File: src/rtl/pc_redirect_ctrl_if.sv
// Redirect controller bus: redirect requests from the branch manager and the
// ID stage, the redirect handshake toward fetch, and pipeline squash controls.
interface pc_redirect_ctrl_if #(
  parameter int WordSize = 32
);
  logic                mispredict_valid;
  logic [WordSize-1:0] mispredict_npc;
  logic                jump_valid;
  logic [WordSize-1:0] jump_npc;
  logic                fetch_ready;
  logic                redirect_valid;
  logic [WordSize-1:0] redirect_pc;
  logic                flush_if;
  logic                flush_id;
  logic                stall_fetch;
  logic                busy;
  logic [7:0]          redirect_count;

  // Pipeline side: raises requests, consumes the redirect and squash controls
  modport master (
    output mispredict_valid, mispredict_npc, jump_valid, jump_npc, fetch_ready,
    input  redirect_valid, redirect_pc, flush_if, flush_id, stall_fetch, busy,
           redirect_count
  );

  // Controller side
  modport slave (
    input  mispredict_valid, mispredict_npc, jump_valid, jump_npc, fetch_ready,
    output redirect_valid, redirect_pc, flush_if, flush_id, stall_fetch, busy,
           redirect_count
  );
endinterface

File: src/rtl/pc_redirect_ctrl.sv
// PC redirect controller: latches a mispredict or jump target, squashes the
// front-end pipeline registers for FlushCycles cycles, then offers the
// word-aligned target to fetch until it is accepted. A late mispredict always
// overrides whatever redirect is in progress.
module pc_redirect_ctrl #(
  parameter int WordSize    = 32,
  parameter int FlushCycles = 2
) (
  input logic              clk,
  input logic              rstn_h,
  pc_redirect_ctrl_if.slave bus
);

  typedef enum logic [1:0] {IDLE, FLUSH, ISSUE} state_t;

  localparam logic [3:0]          FlushLoad = 4'(FlushCycles);
  localparam logic [WordSize-1:0] AlignMask = ~(WordSize'(3));

  state_t              state_q, state_d;
  logic [WordSize-1:0] target_q, target_d;
  logic [3:0]          cnt_q, cnt_d;
  logic [7:0]          count_q, count_d;
  logic                restart_q;

  logic                redirect_valid_c;
  logic [WordSize-1:0] redirect_pc_c;
  logic                flush_c;
  logic                stall_c;

  // Restart flag: blocks request sampling on the first edge after reset
  always_ff @(posedge clk or negedge rstn_h) begin
    if (!rstn_h) restart_q <= 1'b1;
    else         restart_q <= 1'b0;
  end

  // State, latched target, squash down-counter and saturating redirect count
  always_ff @(posedge clk or negedge rstn_h) begin
    if (!rstn_h) begin
      state_q  <= IDLE;
      target_q <= '0;
      cnt_q    <= '0;
      count_q  <= '0;
    end else begin
      state_q  <= state_d;
      target_q <= target_d;
      cnt_q    <= cnt_d;
      count_q  <= count_d;
    end
  end

  // Next-state logic and Moore outputs; a mispredict outranks jumps and handshakes
  always_comb begin
    state_d          = state_q;
    target_d         = target_q;
    cnt_d            = cnt_q;
    count_d          = count_q;
    redirect_valid_c = 1'b0;
    redirect_pc_c    = '0;
    flush_c          = 1'b0;
    stall_c          = 1'b0;

    case (state_q)
      IDLE: begin
        if (!restart_q && bus.mispredict_valid) begin
          target_d = bus.mispredict_npc & AlignMask;
          cnt_d    = FlushLoad;
          state_d  = FLUSH;
        end else if (!restart_q && bus.jump_valid) begin
          target_d = bus.jump_npc & AlignMask;
          cnt_d    = FlushLoad;
          state_d  = FLUSH;
        end
      end

      FLUSH: begin
        flush_c = 1'b1;
        stall_c = 1'b1;
        if (bus.mispredict_valid) begin
          target_d = bus.mispredict_npc & AlignMask;
          cnt_d    = FlushLoad;
        end else if (cnt_q <= 4'd1) begin
          cnt_d   = 4'd0;
          state_d = ISSUE;
        end else begin
          cnt_d = cnt_q - 4'd1;
        end
      end

      ISSUE: begin
        redirect_valid_c = 1'b1;
        redirect_pc_c    = target_q;
        stall_c          = 1'b1;
        if (bus.mispredict_valid) begin
          target_d = bus.mispredict_npc & AlignMask;
          cnt_d    = FlushLoad;
          state_d  = FLUSH;
        end else if (bus.fetch_ready) begin
          state_d = IDLE;
          if (count_q != 8'hFF) count_d = count_q + 8'd1;
        end
      end

      default: state_d = IDLE;
    endcase
  end

  assign bus.redirect_valid = redirect_valid_c;
  assign bus.redirect_pc    = redirect_pc_c;
  assign bus.flush_if       = flush_c;
  assign bus.flush_id       = flush_c;
  assign bus.stall_fetch    = stall_c;
  assign bus.busy           = (state_q != IDLE);
  assign bus.redirect_count = count_q;

endmodule

File: src/flat_wrapper.sv
// flat-port wrapper written by rule: the top's interface ports become plain ports
module pc_redirect_ctrl_flat 
#(
  parameter int WordSize    = 32,
  parameter int FlushCycles = 2
)
  (clk, rstn_h, bus_mispredict_valid, bus_mispredict_npc, bus_jump_valid, bus_jump_npc, bus_fetch_ready, bus_redirect_valid, bus_redirect_pc, bus_flush_if, bus_flush_id, bus_stall_fetch, bus_busy, bus_redirect_count);
  pc_redirect_ctrl_if #(.WordSize(WordSize)) bus_i ();
  input logic clk;
  input logic rstn_h;
  input wire logic [$bits(bus_i.mispredict_valid)-1:0] bus_mispredict_valid;
  input wire logic [$bits(bus_i.mispredict_npc)-1:0] bus_mispredict_npc;
  input wire logic [$bits(bus_i.jump_valid)-1:0] bus_jump_valid;
  input wire logic [$bits(bus_i.jump_npc)-1:0] bus_jump_npc;
  input wire logic [$bits(bus_i.fetch_ready)-1:0] bus_fetch_ready;
  output wire logic [$bits(bus_i.redirect_valid)-1:0] bus_redirect_valid;
  output wire logic [$bits(bus_i.redirect_pc)-1:0] bus_redirect_pc;
  output wire logic [$bits(bus_i.flush_if)-1:0] bus_flush_if;
  output wire logic [$bits(bus_i.flush_id)-1:0] bus_flush_id;
  output wire logic [$bits(bus_i.stall_fetch)-1:0] bus_stall_fetch;
  output wire logic [$bits(bus_i.busy)-1:0] bus_busy;
  output wire logic [$bits(bus_i.redirect_count)-1:0] bus_redirect_count;
  assign bus_i.mispredict_valid = bus_mispredict_valid;
  assign bus_i.mispredict_npc = bus_mispredict_npc;
  assign bus_i.jump_valid = bus_jump_valid;
  assign bus_i.jump_npc = bus_jump_npc;
  assign bus_i.fetch_ready = bus_fetch_ready;
  assign bus_redirect_valid = bus_i.redirect_valid;
  assign bus_redirect_pc = bus_i.redirect_pc;
  assign bus_flush_if = bus_i.flush_if;
  assign bus_flush_id = bus_i.flush_id;
  assign bus_stall_fetch = bus_i.stall_fetch;
  assign bus_busy = bus_i.busy;
  assign bus_redirect_count = bus_i.redirect_count;
  pc_redirect_ctrl #(.WordSize(WordSize), .FlushCycles(FlushCycles)) u_core (.clk(clk), .rstn_h(rstn_h), .bus(bus_i));
endmodule
File: config.mk
export PLATFORM = sky130hd
export DESIGN_NAME = pc_redirect_ctrl_flat
export DESIGN_NICKNAME = d
export VERILOG_FILES = /design/src/rtl/pc_redirect_ctrl_if.sv /design/src/rtl/pc_redirect_ctrl.sv /design/src/flat_wrapper.sv
export SDC_FILE = /design/constraint.sdc
export NUM_CORES = 1
export LEC_CHECK = 0
export ABC_AREA = 1
export CAP_MARGIN = 0
export CORE_MARGIN = 4
export CORE_UTILIZATION = 44
export DETAILED_ROUTE_END_ITERATION = 8
export GPL_TIMING_DRIVEN = 0
export PLACE_DENSITY = 0.91
export SLEW_MARGIN = 0
export SYNTH_ARGS = -nofsm -noshare
export SYNTH_HDL_FRONTEND = slang
export SYNTH_SLANG_ARGS = --single-unit
export TNS_END_PERCENT = 20
File: constraint.sdc
create_clock -name clk -period 1.8 [get_ports clk]
set_input_delay 0.36 -clock clk [delete_from_list [all_inputs] [get_ports clk]]
set_output_delay 0.36 -clock clk [all_outputs]
set_load 0.005 [all_outputs]
# == Word level (Yosys, flattened, before mapping) ==
# Index checks and enable logic that the tools add are counted.
# totals
word_cells,51
output_inout_bits,45
ff_bits,47
input_bits,69
# classes
mux,21
add_sub_neg,2
n_reduce_logical,12
n_eq_ne,9
bitwise_logic,1
n_lt_le_gt_ge,1
# ops
operator,count
2-to-1 mux 32 bit,4
case mux 32 bit (2 select lines),1
2-to-1 mux 4 bit,5
2-to-1 mux 2 bit,6
case mux 4 bit (3 select lines),1
adder 8 x 1 -> 8 bit (second input constant),1
!= test 8 bit (second input constant),1
AND reduction 4 bit,2
case mux 2 bit (3 select lines),1
AND reduction 3 bit,2
<= comparator 4 x 1 -> 1 bit (second input constant),1
!= test 2 x 1 -> 1 bit (second input constant),2
!= test 2 bit (second input constant),2
nonzero test 2 bit,2
subtractor 4 x 1 -> 4 bit (second input constant),1
2-to-1 mux 1 bit,3
!= test 3 x 1 -> 1 bit (second input constant),1
!= test 3 bit (second input constant),1
nonzero test 3 bit,1
== test 2 x 1 -> 1 bit (second input constant),1
== test 2 bit (second input constant),1
logical AND 1 bit,2
zero test 2 bit,1
OR reduction 2 bit,1
2 further kinds,2

# == Logic depth before layout (Yosys ltp) ==
# logic_depth
depth_word,5
mapped_depth,9
depth_no_buf,8

# == Least setup slack after synthesis ==
# No wires, ideal clock.
# synth_timing
path_type,register -> output
start,reg u_core.state_q[0]
end,out bus_redirect_pc[10]
n_path_buf,2
t_arrival_ns,1.189
required_ns,1.440
stages_incl_launch_ff,7
setup_slack_ns,0.251
cell_sequence,dfrtp_1 inv_1 ha_1 buf_2 clkbuf_1 nand2_1 inv_1
# synth_via
elab_chain_len,2
# synth_rtl
element,line,text
start: declaration,pc_redirect_ctrl.sv:19,"state_t state_q, state_d;"
start signal: assignment,pc_redirect_ctrl.sv:44,state_q <= state_d;
== test 2 bit,pc_redirect_ctrl.sv:62,case (state_q)
2-to-1 mux 32 bit,pc_redirect_ctrl.sv:62,
end: declaration,flat_wrapper.sv:17,output wire logic [$bits(bus_i.redirect_pc)-1:0] bus_redirect_pc;
# Every way passes these cells.

# == Final worst setup path ==
# layout_timing
start,reg u_core.state_q[1]
end,out bus_redirect_pc[30]
# The elaborated chain is that of the path after synthesis.

==> run metrics <==
Worst Setup Slack, final -0.09243 ns; pre-CTS setup slack -0.4882 ns; Post-Route Utilization 70.16%; clock tree root driver cell clkbuf_8; max-cap viol count 0; number of port buffers 107; Slew Viols, Final 0; WS Path Type reg2out; vias per cell 4.813; CP Cell Sequence ha_4 > clkbuf_16 > buf_8 > buf_6 > nand2_2 > inv_1 > buf_2; violated checks setup timing; dominant cell type by area after synthesis dfrtp_1; main area contributors after synthesis dfrtp_1 (40%), nand2_1 (30%), nand3_1 (6.8%); Core ar. 6026 sq um; layout cells sized above 1 19.60%; Sink Count 45; crit-path max FO 6; final setup vio count 8; Hold-fix buffers, CTS 0; CTS tree built; DR iter-0 viols 85; critical path's slowest cell dfrtp_2; Reg2Reg Setup Slack approximately 0.10 ns; CP endpoint bus_redirect_pc[30]; Initial Util 46.16%; diodes inserted 0; R2R Path Start u_core.state_q[0]; synth-to-layout area growth 52.00%; register clock-pin slew on the reported worst setup and hold paths around 0.09 ns; Routed WL 8325 um; RePlAce Congestion just under 0.8; Global Route Usage Sum 21.76%; Post-DP HPWL 5984 um; CP arrival 1.53 ns; Placement Cell Area 3969 sq um; Crit. Startpoint u_core.state_q[1]; Mapped Cells 419; grt ovf 0; RR Endpoint u_core.target_q[12]; Rows 28; fin crit share 105.1%; worst r2r path cells 9; worst path required time between 1 and 1.5 ns; CTS Buf Count 5; min-delay worst type in2async; Worst setup SP type flip-flop; die area 7657 sq um; Avg WL per Cell 13.30 um; Yosys Warn Count 0; Leak 2.486 nW; outcome finished, violations left; fill count 505; most frequent cells in the layout nand2_1 (216), clkdlybuf4s50_1 (71), dfrtp_1 (43); fmax ~530 MHz; worst skew pair latency 0.30 ns; Distinct cells, synth 26; Hold Worst Slack 0.005267 ns; sequential fraction of the synthesis area 40.53%; commonest non-fill, non-tap cell in the layout nand2_1; share of Yosys cell area claimed by the top area cell type between 30 and 40%; Post-Syn Area ~2800 sq um; Mapped Avg Cell Area 6.638 sq um; die extent in x 87.51 um; VDD IR max 0.0008819 V; #FFs+latches synth 45; first-pass GRT wire length 13210 um; PwrDens around 1500 nW/um^2; Nets 626; initial antenna violation count 0; H-tree depth 2; RSZ-0062 raised after global routing yes; crit end category primary output; Final Total Pwr between 6 and 7 mW; largest net degree at the start of global routing 28; Clock Skew 0.007175 ns; Critical Path Max Stage Delay 0.46 ns; final std cell area, no fill 4228 sq um; crit path time final roughly 1.9 ns; Routed Antenna Nets 0; TritonRoute pass-1 iters 4; IO Count 114; vias in the first global route ~3.0k; endpoints failing hold 0; die height 87.51 um; vias post-DR 3013; Bufs on Longest Clock Path 2; number of remaining DRC errors 0
power by group:
| part | leakage, nW | total (mW) | switching, mW | internal [mW] |
|---|---|---|---|---|
| registers | 0.567 | 1.75 | 0.300 | 1.45 |
| logic | 1.86 | 3.87 | 2.16 | 1.70 |
| clock network | 0.0585 | 0.799 | 0.346 | 0.453 |
per-stage QoR:
stage / cells / TNS [ns]
global placement: 603 / -49.48
detailed placement: 604 / -13.21
global route: 626 / -1.816
floorplan: 421 / 0
CTS: 625 / -2.563
finish: 626 / -0.3045
critical path, delay by kind of cell, from the launching register on:
kind / cells / cell delay (ns)
simple gates: 1 / 0.04
buf+inv: 5 / 0.53
fa+ha+maj: 1 / 0.21
flops: 1 / 0.46
synthesized netlist by cell type (all sizes together):
master	count
inv	49
nand3	39
nand2	228
dfstp	1
xnor2	5
ha	7
o21ai	5
dfrtp	44
a21boi	1
nor2	8
a21oi	2
nand3b	1
nand4	3
clkbuf	4
xor2	2
buf	18
o21a	1
conb	1
how the worst min path moves through the flow:
stage                        from                      endpoint  slack, ns
2_1_floorplan              rstn_h  u_core.bus.redirect_count[0]       0.06
3_3_place_gp   u_core.target_q[5]            u_core.target_q[5]       0.46
3_5_place_dp               rstn_h               u_core.cnt_q[1]       0.33
4_1_cts                    rstn_h           u_core.target_q[18]      0.007
5_1_grt                    rstn_h           u_core.target_q[18]       0.03
6_report                   rstn_h           u_core.target_q[19]      0.005
layer usage:
| metal | GRT usage [%] | vias up | share of wire, % |
|---|---|---|---|
| met5 | 0 | - | 0 |
| met4 | 8.926 | 0 | 2.1 |
| met3 | 3.974 | 15 | 6.0 |
| met2 | 39.93 | 97 | 52 |
| met1 | 24.64 | 1386 | 39 |
| li1 | - | 1515 | - |
area by class of cell:
cell class	count	area, sq um	area share [%]
flip-flops and latches	45	1129	26.69
multi-input cells	305	1414	33.44
clock buffers	7	86.33	2.042
inverters	49	186.4	4.410
clock inverters	1	30.03	0.7103
well taps	75	93.84	2.220
plain buffers	20	172.7	4.084
repair buffers	124	1116	26.40
timing repair:
action	4_1_cts	5_1_grt
gates cloned	2	0
endpoints found under the setup margin	35	49
pin swaps	1	2
setup buffers	12	5
gates resized for setup	156	29
endpoints found under the hold margin	0	0
state kept, by name, indices dropped and copies added, names as in the netlist:
register / count
u_core.bus.redirect_count: 8
u_core.cnt_q: 4
u_core.restart_q: 1
u_core.state_q: 2
u_core.target_q: 30
cell families (layout without fill, tap and decap cells):
family / count (synthesis) / in the layout / synth area share, %
buf+inv: 71 / 201 / 11.52
other cells: 1 / 3 / 0.1348
fa+ha+maj: 7 / 7 / 3.149
xor+xnor: 7 / 7 / 2.204
flops: 45 / 45 / 40.53
compound gates: 9 / 9 / 1.934
simple gates: 279 / 279 / 40.53
Note: power is estimated with default switching activity, not from simulation.
